`config.mk`:
```
export PLATFORM = sky130hd
export DESIGN_NAME = pool_stream_2x2
export DESIGN_NICKNAME = d
export VERILOG_FILES = /design/src/rtl/pool_pkg.sv /design/src/rtl/pool_line_buffer.sv /design/src/rtl/pool_stream_2x2.sv
export SDC_FILE = /design/constraint.sdc
export NUM_CORES = 2
export LEC_CHECK = 0
export CAP_MARGIN = 20
export CORE_MARGIN = 8
export CORE_UTILIZATION = 55
export DETAILED_ROUTE_END_ITERATION = 6
export HOLD_SLACK_MARGIN = 0.08
export PLACE_DENSITY = 0.72
export SLEW_MARGIN = 20
export SYNTH_ARGS = -nofsm -noshare
export SYNTH_HDL_FRONTEND = slang
export SYNTH_SLANG_ARGS = --single-unit
```
`constraint.sdc`:
```
create_clock -name CLK -period 6.19 [get_ports CLK]
set_input_delay 1.238 -clock CLK [delete_from_list [all_inputs] [get_ports CLK]]
set_output_delay 1.238 -clock CLK [all_outputs]
set_load 0.02 [all_outputs]
```
`src/rtl/pool_pkg.sv`:
```
// Shared definitions for the 2x2 max-pooling engine: APB register offsets,
// STATUS bit positions, FSM states and the signed-byte helpers.
package pool_pkg;

  localparam logic [3:0] ADDR_CTRL   = 4'h0;
  localparam logic [3:0] ADDR_STATUS = 4'h4;
  localparam logic [3:0] ADDR_WIDTH  = 4'h8;
  localparam logic [3:0] ADDR_HEIGHT = 4'hC;

  localparam int STATUS_DONE      = 0;
  localparam int STATUS_BUSY      = 1;
  localparam int STATUS_TLAST_ERR = 2;

  typedef enum logic [2:0] {
    ST_IDLE,
    ST_EVEN_ROW,
    ST_ODD_ROW,
    ST_DRAIN,
    ST_DONE
  } pool_state_t;

  // Larger of two bytes interpreted as two's-complement int8.
  function automatic logic [7:0] smax8(input logic [7:0] a, input logic [7:0] b);
    return ($signed(a) > $signed(b)) ? a : b;
  endfunction

  // Clamp a signed byte at zero.
  function automatic logic [7:0] relu8(input logic [7:0] a);
    return a[7] ? 8'h00 : a;
  endfunction

endpackage

```
`src/rtl/pool_line_buffer.sv`:
```
// One-row line buffer: simple dual-port register array, one write port and
// one registered read port. Contents are not reset.
module pool_line_buffer #(
  parameter int DEPTH = 64,
  parameter int AW    = 6
) (
  input  logic          clk,
  input  logic          we,
  input  logic [AW-1:0] waddr,
  input  logic [31:0]   wdata,
  input  logic [AW-1:0] raddr,
  output logic [31:0]   rdata
);

  logic [31:0] mem [DEPTH];

  // Write port: store the even-row word at its column.
  always_ff @(posedge clk) begin
    if (we) mem[waddr] <= wdata;
  end

  // Read port: registered, so the address must lead the use by one cycle.
  always_ff @(posedge clk) begin
    rdata <= mem[raddr];
  end

endmodule

```
`src/rtl/pool_stream_2x2.sv`:
```
// Streaming 2x2 / stride-2 signed int8 max-pooling engine with APB control.
// Optional feature macro: POOL_RELU_EN (fused ReLU on every output byte).
module pool_stream_2x2
  import pool_pkg::*;
#(
  parameter int MAX_WIDTH_WORDS        = 64,
  parameter int C_S00_AXIS_TDATA_WIDTH = 32
) (
  input  logic        CLK,
  input  logic        RESET,
  input  logic [31:0] PADDR,
  input  logic        PSEL,
  input  logic        PENABLE,
  input  logic        PWRITE,
  input  logic [31:0] PWDATA,
  output logic [31:0] PRDATA,
  output logic        PREADY,
  output logic        PSLVERR,
  input  logic [31:0] S_AXIS_TDATA,
  input  logic [3:0]  S_AXIS_TKEEP,
  input  logic        S_AXIS_TUSER,
  input  logic        S_AXIS_TLAST,
  input  logic        S_AXIS_TVALID,
  output logic        S_AXIS_TREADY,
  output logic [31:0] M_AXIS_TDATA,
  output logic [3:0]  M_AXIS_TKEEP,
  output logic        M_AXIS_TUSER,
  output logic        M_AXIS_TLAST,
  output logic        M_AXIS_TVALID,
  input  logic        M_AXIS_TREADY
);

  localparam int AW = (MAX_WIDTH_WORDS > 1) ? $clog2(MAX_WIDTH_WORDS) : 1;

  pool_state_t state, state_next;
  logic [7:0]  width, col, col_next;
  logic [11:0] row, height;
  logic        done, tlast_err, first_out;
  logic        busy, apb_wr, start_req, start_bad, start_ok, cfg_wr;
  logic        in_hs, last_col, last_row, final_in, emit;
  logic [31:0] buf_rdata;
  logic [7:0]  vmax [4];
  logic [15:0] pooled, lo_half;
  logic        unused_ok;

  assign unused_ok = &{1'b0, PADDR[31:4], PWDATA[31:12], S_AXIS_TKEEP, S_AXIS_TUSER,
                       C_S00_AXIS_TDATA_WIDTH[0]};

  assign busy      = state inside {ST_EVEN_ROW, ST_ODD_ROW, ST_DRAIN};
  assign apb_wr    = PSEL && PENABLE && PWRITE;
  assign start_req = apb_wr && (PADDR[3:0] == ADDR_CTRL) && PWDATA[0];
  assign start_bad = busy || width[0] || (width == 8'd0) || (32'(width) > MAX_WIDTH_WORDS) ||
                     height[0] || (height == 12'd0);
  assign start_ok  = start_req && !start_bad;
  assign cfg_wr    = apb_wr && ((PADDR[3:0] == ADDR_WIDTH) || (PADDR[3:0] == ADDR_HEIGHT));

  assign PREADY  = 1'b1;
  assign PSLVERR = !RESET && ((start_req && start_bad) || (cfg_wr && busy));

  // Combinational APB read decode; zero when not selected or held in reset.
  always_comb begin
    PRDATA = 32'd0;
    if (PSEL && !RESET) begin
      case (PADDR[3:0])
        ADDR_STATUS: PRDATA = {29'd0, tlast_err, busy, done};
        ADDR_WIDTH:  PRDATA = {24'd0, width};
        ADDR_HEIGHT: PRDATA = {20'd0, height};
        default:     PRDATA = 32'd0;
      endcase
    end
  end

  assign S_AXIS_TREADY = ((state == ST_EVEN_ROW) || (state == ST_ODD_ROW)) &&
                         (!M_AXIS_TVALID || M_AXIS_TREADY);
  assign in_hs    = S_AXIS_TVALID && S_AXIS_TREADY;
  assign last_col = (col == width - 8'd1);
  assign last_row = (row == height - 12'd1);
  assign final_in = (state == ST_ODD_ROW) && last_col && last_row;
  assign emit     = in_hs && (state == ST_ODD_ROW) && col[0];
  assign col_next = in_hs ? (last_col ? 8'd0 : col + 8'd1) : col;

  // The read address follows col_next so buffer[col] is ready at the handshake.
  pool_line_buffer #(.DEPTH(MAX_WIDTH_WORDS), .AW(AW)) u_line_buffer (
    .clk   (CLK),
    .we    (in_hs && (state == ST_EVEN_ROW)),
    .waddr (col[AW-1:0]),
    .wdata (S_AXIS_TDATA),
    .raddr (col_next[AW-1:0]),
    .rdata (buf_rdata)
  );

  // Vertical max per byte, then horizontal max of byte pairs (0,1) and (2,3).
  always_comb begin
    for (int i = 0; i < 4; i++) begin
      vmax[i] = smax8(buf_rdata[8*i +: 8], S_AXIS_TDATA[8*i +: 8]);
    end
`ifdef POOL_RELU_EN
    pooled = {relu8(smax8(vmax[2], vmax[3])), relu8(smax8(vmax[0], vmax[1]))};
`else
    pooled = {smax8(vmax[2], vmax[3]), smax8(vmax[0], vmax[1])};
`endif
  end

  // FSM state register.
  always_ff @(posedge CLK or posedge RESET) begin
    if (RESET) state <= ST_IDLE;
    else       state <= state_next;
  end

  // FSM next-state logic: two rows per pooled row, then drain the last word.
  always_comb begin
    state_next = state;
    case (state)
      ST_IDLE:     if (start_ok) state_next = ST_EVEN_ROW;
      ST_EVEN_ROW: if (in_hs && last_col) state_next = ST_ODD_ROW;
      ST_ODD_ROW:  if (in_hs && last_col) state_next = last_row ? ST_DRAIN : ST_EVEN_ROW;
      ST_DRAIN:    if (!M_AXIS_TVALID || M_AXIS_TREADY) state_next = ST_DONE;
      ST_DONE:     state_next = start_ok ? ST_EVEN_ROW : ST_IDLE;
      default:     state_next = ST_IDLE;
    endcase
  end

  // Configuration registers, position counters and status flags.
  always_ff @(posedge CLK or posedge RESET) begin
    if (RESET) begin
      width     <= 8'd0;
      height    <= 12'd0;
      col       <= 8'd0;
      row       <= 12'd0;
      done      <= 1'b0;
      tlast_err <= 1'b0;
      first_out <= 1'b0;
    end else begin
      if (apb_wr && !busy && (PADDR[3:0] == ADDR_WIDTH))  width  <= PWDATA[7:0];
      if (apb_wr && !busy && (PADDR[3:0] == ADDR_HEIGHT)) height <= PWDATA[11:0];
      if (start_ok) begin
        col       <= 8'd0;
        row       <= 12'd0;
        done      <= 1'b0;
        tlast_err <= 1'b0;
        first_out <= 1'b1;
      end else begin
        col <= col_next;
        if (in_hs && last_col) row <= final_in ? 12'd0 : row + 12'd1;
        if (in_hs && (S_AXIS_TLAST != final_in)) tlast_err <= 1'b1;
        if (emit) first_out <= 1'b0;
        if ((state == ST_DRAIN) && (state_next == ST_DONE)) done <= 1'b1;
      end
    end
  end

  // Output register: low half parked on even col, word emitted on odd col.
  always_ff @(posedge CLK or posedge RESET) begin
    if (RESET) begin
      lo_half       <= 16'd0;
      M_AXIS_TDATA  <= 32'd0;
      M_AXIS_TKEEP  <= 4'd0;
      M_AXIS_TUSER  <= 1'b0;
      M_AXIS_TLAST  <= 1'b0;
      M_AXIS_TVALID <= 1'b0;
    end else begin
      if (in_hs && (state == ST_ODD_ROW) && !col[0]) lo_half <= pooled;
      if (emit) begin
        M_AXIS_TDATA  <= {pooled, lo_half};
        M_AXIS_TKEEP  <= 4'hF;
        M_AXIS_TUSER  <= first_out;
        M_AXIS_TLAST  <= final_in;
        M_AXIS_TVALID <= 1'b1;
      end else if (M_AXIS_TVALID && M_AXIS_TREADY) begin
        M_AXIS_TVALID <= 1'b0;
      end
    end
  end

endmodule

```
# ---- Word level (Yosys, flattened, before mapping)
# Memory sizes are Yosys's and may differ from the RTL's. A register that Yosys moved wholly into a read port is not among the register bits.
# Index checks and enable logic that the tools add are counted.
# W data, S select, Z words.
dict set report word_totals {
  output_inout_bits 74
  ram_bits 2048
  regBits 98
  in_bits 109
  wordCells 119
  memories 1
}
# memory depth width read_ports rd_clocked_by_memory_dff write_ports line_no
set memory_table {}
lappend memory_table {u_line_buffer.mem 64 32 1 1 1 pool_line_buffer.sv:15} ;# logic [31:0] mem [DEPTH];
dict set report classes {
  mux 31
  eq_ne 11
  order_cmp 7
  addsub 4
  reduce_logical 50
}
# op count
set op_table {}
lappend op_table {{$mux W8} 9}
lappend op_table {{$gt A8 B8 Y1} 6}
lappend op_table {{$mux W12} 3}
lappend op_table {{$pmux W12 S3} 1}
lappend op_table {{$mux W32} 1}
lappend op_table {{$logic_and A1 B1 Y1} 25}
lappend op_table {{$pmux W3 S5} 1}
lappend op_table {{$add A12 B1 Y12 const B} 1}
lappend op_table {{$eq A12 B12 Y1} 1}
lappend op_table {{$logic_not A12 Y1} 1}
lappend op_table {{$mux W3} 4}
lappend op_table {{$reduce_bool A2 Y1} 6}
lappend op_table {{$sub A12 B1 Y12 const B} 1}
lappend op_table {{$mux W1} 11}
lappend op_table {{$logic_or A1 B1 Y1} 9}
lappend op_table {{$add A8 B1 Y8 const B} 1}
lappend op_table {{$eq A4 B4 Y1 const B} 2}
lappend op_table {{$eq A8 B8 Y1} 1}
lappend op_table {{$gt A8 B7 Y1 const B} 1}
lappend op_table {{$logic_not A8 Y1} 1}
lappend op_table {{$sub A8 B1 Y8 const B} 1}
lappend op_table {{$eq A3 B2 Y1 const B} 2}
lappend op_table {{$eq A3 B3 Y1 const B} 2}
lappend op_table {{$logic_not A1 Y1} 5}
lappend op_table {{7 further kinds} 7}

# ---- Depth between registers and ports, before layout
dict set report logic_depth {
  ltp_word 15
  mapped_depth 22
}

# ---- Cells and area by module
# From an unflattened synthesis, not the netlist that was laid out.
dict set report unflattened {
  hier_cells 4069
  hier_area_um2 85514.5
}
# mod cells_per_inst instances area_each_um2 seq_area_each_um2
set by_module_without_submodules {}
lappend by_module_without_submodules {pool_line_buffer 3324 1 78515.3 62139.6}
lappend by_module_without_submodules {pool_stream_2x2 745 1 6999.2 2452.4}

# ---- Worst setup path after synthesis
# OpenSTA, ideal clock, no wires.
dict set report synth_path {
  path_type {input-to-reg}
  start {in S_AXIS_TDATA[17]}
  end {reg lo_half[15]}
  n_path_buf 0
  arrival_ns 5.469
  setup_time_ns 0.125
  t_required_ns 6.065
  path_stages 22
  slack_ns 0.597
  path_cell_list {inv_1 ha_1 nor2b_1 o21a_1 o21a_1 o21a_1 o21a_1 o21ai_0 a31oi_1 mux2i_1 inv_1 ha_1 nor2b_1 o21a_1 o21a_1 o21a_1 o21a_1 o21ai_0 a21oi_1 a21oi_1 mux2i_1 mux2_2}
}
dict set report synth_via {
  elab_chain_len 4
}
# element line_no
set synth_lines {}
lappend synth_lines {{from (decl)} pool_stream_2x2.sv:19} ;# input logic [31:0] S_AXIS_TDATA,
lappend synth_lines {{$gt A8 B8 Y1} pool_pkg.sv:24} ;# return ($signed(a) > $signed(b)) ? a : b;
lappend synth_lines {{$mux W8 *} pool_pkg.sv:24}
lappend synth_lines {{$gt A8 B8 Y1} pool_pkg.sv:24}
lappend synth_lines {{$mux W8 *} pool_pkg.sv:24}
lappend synth_lines {{to (signal assigned)} pool_stream_2x2.sv:162} ;# if (in_hs && (state == ST_ODD_ROW) && !col[0]) lo_half <= pooled;
lappend synth_lines {{to (decl)} pool_stream_2x2.sv:43} ;# logic [15:0] pooled, lo_half;
# Mark *: on every way between the ends. The rest lies on a longest branch, timed or not.
# A chain may end at the register's enable or synchronous reset.

# ---- Final worst setup path
dict set report layout_path {
  start {in S_AXIS_TDATA[17]}
  end {reg lo_half[12]}
}
# Same word-level chain as after synthesis.

==> impl_results.md <==
- LEAKAGE: 35.9 nW
- Final setup fails: 0
- Cells after Synth: 6274
- Failing checks: DRC
- Layout Skew: 0.0356 ns
- P_sw: 9.88 mW
- Final hold viol count: 0
- Wire length on met3: 39000 um
- Crit Path Max Fanout: 8
- Minimum clock period: 5.50 ns
- Total clock buffers created by CTS: 209
- Switch share: 28.0%
- Wire length on met1: 99400 um
- Total power: 35.3 mW
- Final worst path period share: 88.9%
- Routed wire length: 282000 um
- Share of the synthesized area in the top cell type: 68.8%
- RD Place Congestion: 0.893
- Met2 wire length: 124000 um
- Combinational fraction of design power: 18.5%
- Drt wl/cell: 31.7 um
- TritonCTS clock tree: built
- TNS Setup: 0 ns
- Slew Limit Fails: 0
- Family with the most delay on the worst path: compound AO/OA/AOI/OAI gates
- Die Wd: 419 um
- Routed Antenna Nets: 0
- Largest net degree at the start of global routing: 117
- 1st-pass router iterations: 7
- Crit start category: primary input
- Worst path most repeated cell: o21a_1
- Hold WS: 0.471 ns
- Int Power: 25.4 mW
- Data arrival, critical path: 6.28 ns
- Fin area: 0.101 sq mm
- Syn Area/Cell: 14.3 sq um
- Clk root buf: clkbuf_16
- GRT Util Overall: 31.2%
- Antenna violations before repair: 14
- Largest area contributor in the netlist: edfxtp_1
- Grt total ovfl: 0
- Layout cell share with drive strength beyond 1: 13.1%
- Via count: 59300
- Seq pwr share: 46.4%
- Worst-Margin Slew: 1.23 ns
- Part of the Yosys area used for sequential elements: 72.2%
- I/O pin total: 183
- First-pass GRT wire length: 398000 um
- Number of global-route vias before repair: 56200
- Hold_buf cts: 0
- FP Rows: 148
- Synth warnings: 0
- Hpwl dp: 162000 um
- Ys async rst share: 4.50%
- Post-CTS sizing: 0
- Max Cap Violations: 0
- Insertion delay to the later sink of the worst-skew pair: 0.85 ns
- Critical path class: primary input to flip-flop
- Initial Util: 55.1%
- Placed insts: 8471
- Yosys reg bits: 2178
- Max Clock Freq: 182 MHz
- Peak VDD IR: 0.000263 V
- Highest metal used: met5
- RSZ-0062 raised after global routing: false
- DRC viols: 1
- Port buffer count: 108
- DIE AREA: 0.176 sq mm
- Crit. End Element: flip-flop
- Most common flop cell mapped by yosys: edfxtp_1
- Post-DP Area: 0.0947 sq mm
- Buf/Inv on CP: 5
- Area Growth Syn to Fin: 13.4%
- CP peak stage delay: 0.62 ns
- Initial DRC count: 9255
- Die Y: 419 um
- Power density over the cells: 348 mW/mm^2
- Clk sinks: 2178
- Critical Path RT: 6.96 ns
- Mapped cell area: 0.0894 sq mm
- Hold Path Class: flip-flop to flip-flop
- CTS H-Tree Depth: 4
- Post-CTS setup buffer count: 0
- NumNets Final: 6669
- Post-Layout Cell Count: 8879
- DR vias/cell: 6.68
- Netlist cell types: 101
- Clock Pin Slew Worst Setup and Hold Paths: 0.06 ns
- Maximum root-to-sink buffer count: 3
- Worst slew margin: 18.2%
- Clk pwr share: 35.1%
- Core Region: 0.162 sq mm
- CP max stage cell: mux2i_1
- Post-synth EDFFs: 2048
- Top post-synthesis cells by area: edfxtp_1 69%, nand2_1 4.1%, mux2i_1 3.9%
- Status: finished with violations
-- power groups by stage --
stage / Sequential, mW / Combinational (mW) / Clock (mW)
global route: 16.4 / 6.93 / 13.0
floorplan: 16.6 / 4.19 / 0
CTS: 16.4 / 6.41 / 12.4
detailed placement: 16.7 / 6.36 / 0
global placement: 16.7 / 6.24 / 0
finish: 16.4 / 6.53 / 12.4
-- placed cells by master, fill, tap and decap left out, types with 76 or more instances in the layout --
cell | netlist | final
mux2_2 | 98 | 98
a211oi_1 | 294 | 294
nor2_1 | 163 | 91
nand3_1 | 255 | 254
edfxtp_1 | 2048 | 2048
o21ai_0 | 98 | 98
clkdlybuf4s50_1 | 0 | 76
clkbuf_16 | 0 | 212
dfrtp_1 | 98 | 98
mux2i_1 | 351 | 351
nand2_1 | 977 | 973
buf_4 | 54 | 283
a21oi_1 | 331 | 331
a31oi_1 | 87 | 85
and3_1 | 290 | 289
-- synth_stat cells, types with 30 or more instances --
cell type and number:
a211o_1 42, a211oi_1 294, a21oi_1 331, a31oi_1 87, a32oi_1 61, and3_1 290
buf_1 30, buf_2 191, buf_4 54, clkbuf_1 141, dfrtp_1 98, dfxtp_1 32
edfxtp_1 2048, ha_1 53, inv_1 56, mux2_2 98, mux2i_1 351, nand2_1 977
nand3_1 255, nor2_1 163, nor3_1 57, o211ai_1 30, o21ai_0 98
-- registers in the layout (all words and copies together), names as in the netlist --
register and cells:
M_AXIS_TKEEP 1, done 1, M_AXIS_TLAST 1, u_line_buffer.rdata 32, u_line_buffer.mem 2048, M_AXIS_TUSER 1
M_AXIS_TVALID 1, M_AXIS_TDATA 32, height 12, state 3, tlast_err 1, col 8
width 8, lo_half 16, first_out 1, row 12
-- final timing paths --
path	from	endpoint	slack [ns]	cells past startpoint
max in group asynchronous	RESET	M_AXIS_TDATA[22]$_DFFE_PP0P_	4.40	3
min in group asynchronous	RESET	height[0]$_DFFE_PP0P_	0.76	2
hold reg to reg	first_out$_DFFE_PP0P_	first_out$_DFFE_PP0P_	0.47	1
hold / removal	first_out$_DFFE_PP0P_	first_out$_DFFE_PP0P_	0.47	1
setup reg to reg	u_line_buffer.rdata[17]$_DFF_P_	lo_half[12]$_DFFE_PP0P_	0.78	23
setup / recovery	S_AXIS_TDATA[17]	lo_half[12]$_DFFE_PP0P_	0.69	25
-- cell type report --
type / instances / area (sq um)
fill: 11700 / 60800
clock buffer: 287 / 5780
antenna: 15 / 37.5
clock inverter: 106 / 890
inverter: 56 / 213
timing repair buffer: 441 / 4040
sequential: 2178 / 64600
tap: 2175 / 2720
multi-input combinational: 3621 / 23100
-- cell families (layout without fill, tap and decap cells) --
kind of cell	after synthesis	after routing	share of synthesized area, %
and+or+nand+nor	1848	1848	9.42
adders and majority gates	53	53	0.741
buffers and inverters	494	890	2.75
xor gates and xnor gates	36	36	0.361
DFF	2178	2178	72.2
AOI/OAI and AO/OA	1214	1214	9.33
muxes	449	449	5.16
other	2	36	0.00840
-- routing by layer --
layer,global-route usage (%),vias up
met5,0,-
met4,17.3,10
met3,8.03,854
met2,47.0,4571
met1,41.5,29300
li1,-,24600
-- through the flow --
stage	utilization [%]	setup slack (ns)
final	62.5	0.685
after global routing	62.5	0.489
after CTS	62.5	0.928
after detailed placement	58.4	0.0635
after global placement	58.4	0.0432
after floorplan	-	0.597
No activity file was read; power rests on OpenSTA's default activity.
